### config.mk
export PLATFORM = sky130hd
export DESIGN_NAME = radar_sweep_scheduler
export DESIGN_NICKNAME = d
export VERILOG_FILES = /design/src/rtl/radar_sweep_scheduler.sv
export SDC_FILE = /design/constraint.sdc
export NUM_CORES = 1
export LEC_CHECK = 0
export CAP_MARGIN = 40
export CORE_MARGIN = 5
export CORE_UTILIZATION = 53
export CTS_BUF_LIST = sky130_fd_sc_hd__clkbuf_8 sky130_fd_sc_hd__clkbuf_16
export DETAILED_ROUTE_END_ITERATION = 10
export GPL_TIMING_DRIVEN = 1
export PLACE_DENSITY_LB_ADDON = 0.15
export SKIP_LAST_GASP = 1
export SYNTH_ARGS = -nofsm -noshare
export SYNTH_HDL_FRONTEND = slang
export SYNTH_SLANG_ARGS = --single-unit
export TNS_END_PERCENT = 30
### constraint.sdc
create_clock -name clk_clk -period 2.9 [get_ports clk_clk]
set_input_delay 0.725 -clock clk_clk [delete_from_list [all_inputs] [get_ports clk_clk]]
set_output_delay 0.725 -clock clk_clk [all_outputs]
set_load 0.01 [all_outputs]
### src/rtl/radar_sweep_scheduler.sv
// Radar sweep sequencer: ping-pongs the servo angle, waits for settling, triggers one ranging
// cycle per angle and emits an (angle, distance) sample on a valid/ready stream.
module radar_sweep_scheduler #(
   parameter int unsigned ANGLE_W     = 8,
   parameter int unsigned DIST_W      = 10,
   parameter int unsigned ANGLE_MAX   = 180,
   parameter int unsigned ANGLE_STEP  = 1,
   parameter int unsigned SETTLE_CYC  = 1_000_000,
   parameter int unsigned TIMEOUT_CYC = 1_900_000
) (
   input  logic               clk_clk,
   input  logic               reset_reset_n,
   input  logic               enable,
   output logic [ANGLE_W-1:0] servo_angle,
   output logic               sweep_dir,
   output logic               meas_start,
   input  logic               meas_done,
   input  logic [DIST_W-1:0]  meas_dist,
   output logic               sample_valid,
   input  logic               sample_ready,
   output logic [ANGLE_W-1:0] sample_angle,
   output logic [DIST_W-1:0]  sample_dist,
   output logic               sample_timeout,
   output logic               busy
);

   localparam int unsigned CntMax = (SETTLE_CYC > TIMEOUT_CYC) ? SETTLE_CYC : TIMEOUT_CYC;
   localparam int unsigned CntW   = $clog2(CntMax + 1);

   localparam logic [CntW-1:0]    SettleLast  = CntW'(SETTLE_CYC - 1);
   localparam logic [CntW-1:0]    TimeoutLast = CntW'(TIMEOUT_CYC - 1);
   localparam logic [ANGLE_W-1:0] AngleMax    = ANGLE_W'(ANGLE_MAX);
   localparam logic [ANGLE_W-1:0] AngleStep   = ANGLE_W'(ANGLE_STEP);

   typedef enum logic [2:0] {
      StIdle,
      StSettle,
      StTrig,
      StWait,
      StOut,
      StStep
   } state_e;

   state_e state_q, state_d;

   logic [CntW-1:0]    cnt_q, cnt_d;
   logic [ANGLE_W-1:0] angle_q, angle_d;
   logic               dir_q, dir_d;
   logic               start_q, start_d;
   logic               valid_q, valid_d;
   logic [ANGLE_W-1:0] sangle_q, sangle_d;
   logic [DIST_W-1:0]  sdist_q, sdist_d;
   logic               stimeout_q, stimeout_d;
   logic               busy_q, busy_d;

   // Next-state and registered-output logic. Outputs are derived from state_d so that each
   // registered output lines up with the state it belongs to.
   always_comb begin
      state_d    = state_q;
      cnt_d      = cnt_q;
      angle_d    = angle_q;
      dir_d      = dir_q;
      valid_d    = valid_q;
      sangle_d   = sangle_q;
      sdist_d    = sdist_q;
      stimeout_d = stimeout_q;

      case (state_q)
         StIdle: begin
            if (enable) begin
               state_d = StSettle;
               cnt_d   = '0;
            end
         end

         StSettle: begin
            if (cnt_q == SettleLast) begin
               state_d = StTrig;
               cnt_d   = '0;
            end else begin
               cnt_d = cnt_q + 1'b1;
            end
         end

         StTrig: begin
            state_d = StWait;
            cnt_d   = '0;
         end

         StWait: begin
            // An echo arriving on the last timeout cycle still counts as a hit.
            if (meas_done) begin
               state_d    = StOut;
               valid_d    = 1'b1;
               sangle_d   = angle_q;
               sdist_d    = meas_dist;
               stimeout_d = 1'b0;
            end else if (cnt_q == TimeoutLast) begin
               state_d    = StOut;
               valid_d    = 1'b1;
               sangle_d   = angle_q;
               sdist_d    = {DIST_W{1'b1}};
               stimeout_d = 1'b1;
            end else begin
               cnt_d = cnt_q + 1'b1;
            end
         end

         StOut: begin
            if (valid_q && sample_ready) begin
               state_d = StStep;
               valid_d = 1'b0;
            end
         end

         StStep: begin
            // Endpoints reverse direction and step back inward in the same update.
            if (dir_q) begin
               if (angle_q == AngleMax) begin
                  dir_d   = 1'b0;
                  angle_d = angle_q - AngleStep;
               end else begin
                  angle_d = angle_q + AngleStep;
               end
            end else begin
               if (angle_q == '0) begin
                  dir_d   = 1'b1;
                  angle_d = angle_q + AngleStep;
               end else begin
                  angle_d = angle_q - AngleStep;
               end
            end
            cnt_d   = '0;
            state_d = enable ? StSettle : StIdle;
         end

         default: begin
            state_d = StIdle;
            cnt_d   = '0;
            valid_d = 1'b0;
         end
      endcase

      start_d = (state_d == StTrig);
      busy_d  = (state_d != StIdle);
   end

   always_ff @(posedge clk_clk or negedge reset_reset_n) begin
      if (!reset_reset_n) begin
         state_q    <= StIdle;
         cnt_q      <= '0;
         angle_q    <= '0;
         dir_q      <= 1'b1;
         start_q    <= 1'b0;
         valid_q    <= 1'b0;
         sangle_q   <= '0;
         sdist_q    <= '0;
         stimeout_q <= 1'b0;
         busy_q     <= 1'b0;
      end else begin
         state_q    <= state_d;
         cnt_q      <= cnt_d;
         angle_q    <= angle_d;
         dir_q      <= dir_d;
         start_q    <= start_d;
         valid_q    <= valid_d;
         sangle_q   <= sangle_d;
         sdist_q    <= sdist_d;
         stimeout_q <= stimeout_d;
         busy_q     <= busy_d;
      end
   end

   assign servo_angle    = angle_q;
   assign sweep_dir      = dir_q;
   assign meas_start     = start_q;
   assign sample_valid   = valid_q;
   assign sample_angle   = sangle_q;
   assign sample_dist    = sdist_q;
   assign sample_timeout = stimeout_q;
   assign busy           = busy_q;

endmodule

==> impl_summary.log <==
INFO  metric outcome = complete, no violations
INFO  metric detail_route.vias_per_cell = 5.786
INFO  metric fillers = 394
INFO  metric ys.flop_type = dfrtp_1
INFO  metric path_max_fanout = 9
INFO  metric global_route.usage.total = 17.34%
INFO  metric via_count_of_the_first_global_routing_pass = 2155
INFO  metric skew = 0.007320 ns
INFO  metric reg2reg_to = sample_angle[1]$_DFFE_PN0P_
INFO  metric mostFrequentLayoutCells = 54 x dfrtp_1, 44 x clkdlybuf4s50_1, 28 x nor2_1
INFO  metric syn_avg_cell_area = 10.35 µm²
INFO  metric postCtsResizedCells = 0
INFO  metric worst_pin_slew = 0.6224 ns
INFO  metric synth.cell_area = 2855 µm²
INFO  metric fin_tns_setup = 0 ns
INFO  metric postSynth.asyncResetShare = 100.0%
INFO  metric seq_power_share = 47.0%
INFO  metric final_hold_vios = 0
INFO  metric cts_made_buffers = 5
INFO  metric worstSetupEndpointType = register
INFO  metric relSlewSlack = 58.51%
INFO  metric postLayoutSetupSlackWorst = 0.4734 ns
INFO  metric routed_wirelength = 6027 µm
INFO  metric fp.dieH = 83.40 µm
INFO  metric power.clock.fraction = 27.4%
INFO  metric fp.coreArea = 5172 µm²
INFO  metric ws_path_type = register to register
INFO  metric worst_reg2reg_path_startpoint = cnt_q[6]$_DFFE_PN0P_
INFO  metric ctsHoldBuffers = 0
INFO  metric routedWlPerCell = 15.38 µm
INFO  metric floorplan.initialDensity = 55.20%
INFO  metric switchingPower = 0.6245 mW
INFO  metric leakage = 1.456 nW
INFO  metric grt_first_pass_wirelength = 10030 µm
INFO  metric place_hpwl = 4324 µm
INFO  metric n_antenna_cell = 0
INFO  metric maxCapViolCount = 0
INFO  metric fraction_of_the_cycle_the_final_worst_path_needs = 83.67%
INFO  metric synthDistinctLibCells = 58
INFO  metric worst_ir_drop_vdd = 0.0003898 V
INFO  metric clk_pin_slew_worst_paths = 0.10 ns
INFO  metric internal-power = 1.499 mW
INFO  metric number_of_drc_violations_after_detailed_routing = 0
INFO  metric nNetsFinal = 339
INFO  metric worstSkewPairLatency = 0.30 ns
INFO  metric synth.ff_latch_count = 55
INFO  metric ff2ff_path_depth = 6
INFO  metric number_of_antenna_violations_at_the_first_check_in_global_routing = 0
INFO  metric master_cell_of_the_clock_root_buffer = clkbuf_8
INFO  metric synth-edff-count = 0
INFO  metric antenna_left = 0
INFO  metric post_cts_buffers = 0
INFO  metric p_per_area = 606.0 nW/µm²
INFO  metric yosysSeqAreaShare = 48.25%
INFO  metric crit_arrival = 2.62 ns
INFO  metric routed_vias = 2268
INFO  metric fraction_of_final_layout_cells_sized_beyond_drive_strength_1 = 9.938%
INFO  metric first_pass_iters = 4
INFO  metric h-tree-depth = 2
INFO  metric dieArea = 6955 µm²
INFO  metric rrSetupSlack = 0.47 ns
INFO  metric place.gp.congestion = 0.8266
INFO  metric portBuffers = 45
INFO  metric power_switching_share = 29.41%
INFO  metric ys.warnings.count = 0
INFO  metric grt_start_max_net_pins = 30
INFO  metric pre_cts_ws = 0.3765 ns
INFO  metric clock_sink_count = 55
INFO  metric rsz0062_at_grt = no
INFO  metric hp_class = input pin to async pin
INFO  metric fmaxAchievable = 412.1 MHz
INFO  metric dieWidth = 83.40 µm
INFO  metric synthCells = 276
INFO  metric slew_viol_final = 0
INFO  metric layout-area-overhead-vs-synth = 22.74%
INFO  metric leading_cell_type_in_the_layout_fill_and_taps_excluded = dfrtp_1
INFO  metric overflow = 0
INFO  metric synth.net_count = 294
INFO  metric maximum_buffer_depth_of_the_clock_tree = 2
INFO  metric report.final.setup_viol = 0
INFO  metric drt_iter0_drc = 148
INFO  metric tritoncts = built
INFO  metric timing.final.crit_period = 2.427 ns
INFO  metric critical_path_required = 3.10 ns
INFO  metric power.combinational.fraction = 25.6%
INFO  metric io_pins = 46
INFO  metric timing.critical_path.from_type = register
INFO  metric row_count = 26
-- flip-flops by register name, summed over array words and instances (netlist names) --
register / count
sample_timeout: 1
cnt_q: 21
busy: 1
servo_angle: 8
sample_dist: 10
sample_valid: 1
sample_angle: 8
sweep_dir: 1
meas_start: 1
state_q: 3
-- power by group through the flow --
stage,logic [mW],clock network [mW],registers (mW)
after CTS,0.546,0.599,0.995
after floorplan,0.331,0,0.999
after global placement,0.535,0,1.01
after detailed placement,0.543,0,1.01
final,0.544,0.583,0.997
after global routing,0.598,0.633,1.02
-- through the flow --
| step | instance area (µm²) | hold WS (ns) | util (%) | instances | total power, mW |
|---|---|---|---|---|---|
| 6_report | 3505 | 0.4286 | 67.76 | 392 | 2.124 |
| 5_1_grt | 3505 | 0.4712 | 67.76 | 392 | 2.248 |
| 4_1_cts | 3505 | 0.4451 | 67.76 | 392 | 2.140 |
| 3_5_place_dp | 3372 | 0.4949 | 65.19 | 384 | 1.551 |
| 3_3_place_gp | 3372 | 0.4884 | 65.19 | 384 | 1.544 |
| 2_1_floorplan | 2855 | 0.4294 | - | 276 | 1.330 |
-- how the worst max path moves through the flow --
stage,slack (ns),startpoint,endpoint,cells after the start
2_1_floorplan,0.72,cnt_q[11]$_DFFE_PN0P_,cnt_q[10]$_DFFE_PN0P_,7
3_3_place_gp,0.39,meas_done,cnt_q[12]$_DFFE_PN0P_,7
5_1_grt,0.36,servo_angle[2]$_DFFE_PN0N_,servo_angle[3]$_DFFE_PN0N_,5
3_5_place_dp,0.38,enable,cnt_q[4]$_DFFE_PN0P_,6
6_report,0.47,cnt_q[6]$_DFFE_PN0P_,sample_angle[1]$_DFFE_PN0P_,6
4_1_cts,0.47,cnt_q[10]$_DFFE_PN0P_,sample_angle[1]$_DFFE_PN0P_,6
-- worst max-delay path, cell delays in order, from the launching register on --
cell and delay [ns]:
dfrtp_1 0.47, nand3_1 0.21, or4b_2 0.69, nor2_1 0.11
o21ba_2 0.28, buf_4 0.22, mux2_2 0.34
-- kinds of logic after synthesis --
group	synth area share (%)
xor gates and xnor gates	5.828
buffers and inverters	3.813
AOI/OAI and AO/OA	13.15
adders and majority gates	1.315
and+or+nand+nor	22.04
muxes	5.609
DFF	48.25
-- per-layer routing --
layer  vias to the layer above  global-route usage [%]  part of all wire (%)
met3                         6                   4.752                   5.1
met1                      1103                   22.86                    46
met5                         -                       0                     0
met2                        60                   28.21                    48
li1                       1099                       -                     -
met4                         0                   4.458                  0.91
-- synth_stat cells, types with 3 or more instances --
| master | instances | area [µm²] |
|---|---|---|
| mux2_2 | 8 | 90.09 |
| nand4_1 | 9 | 56.30 |
| ha_1 | 3 | 37.54 |
| o31ai_1 | 5 | 37.54 |
| xnor2_1 | 4 | 35.03 |
| dfrtp_1 | 54 | 1351 |
| nor3_1 | 5 | 25.02 |
| nand3b_1 | 4 | 30.03 |
| xor2_1 | 15 | 131.4 |
| o22a_1 | 10 | 87.58 |
| nand2b_1 | 3 | 18.77 |
| clkbuf_1 | 9 | 33.78 |
| nor4b_1 | 5 | 43.79 |
| a21o_1 | 4 | 30.03 |
| or4_1 | 4 | 30.03 |
| nor4_1 | 3 | 18.77 |
| mux2i_1 | 7 | 70.07 |
| nand3_1 | 12 | 60.06 |
| inv_1 | 7 | 26.28 |
| a21oi_1 | 8 | 40.04 |
| o21ai_0 | 8 | 40.04 |
| nor2_1 | 28 | 105.1 |
| nor2b_1 | 3 | 18.77 |
| nand2_1 | 18 | 67.56 |
-- layout make-up --
type	count	area (µm²)	area share (%)
flip-flops and latches	55	1378	39.31
multi-input cells	200	1370	39.09
repair buffers	52	510.5	14.57
well taps	70	87.58	2.499
clock buffers	5	68.82	1.964
clock inverters	3	63.81	1.821
inverters	7	26.28	0.7497
Note: power is estimated with default switching activity, not from simulation.
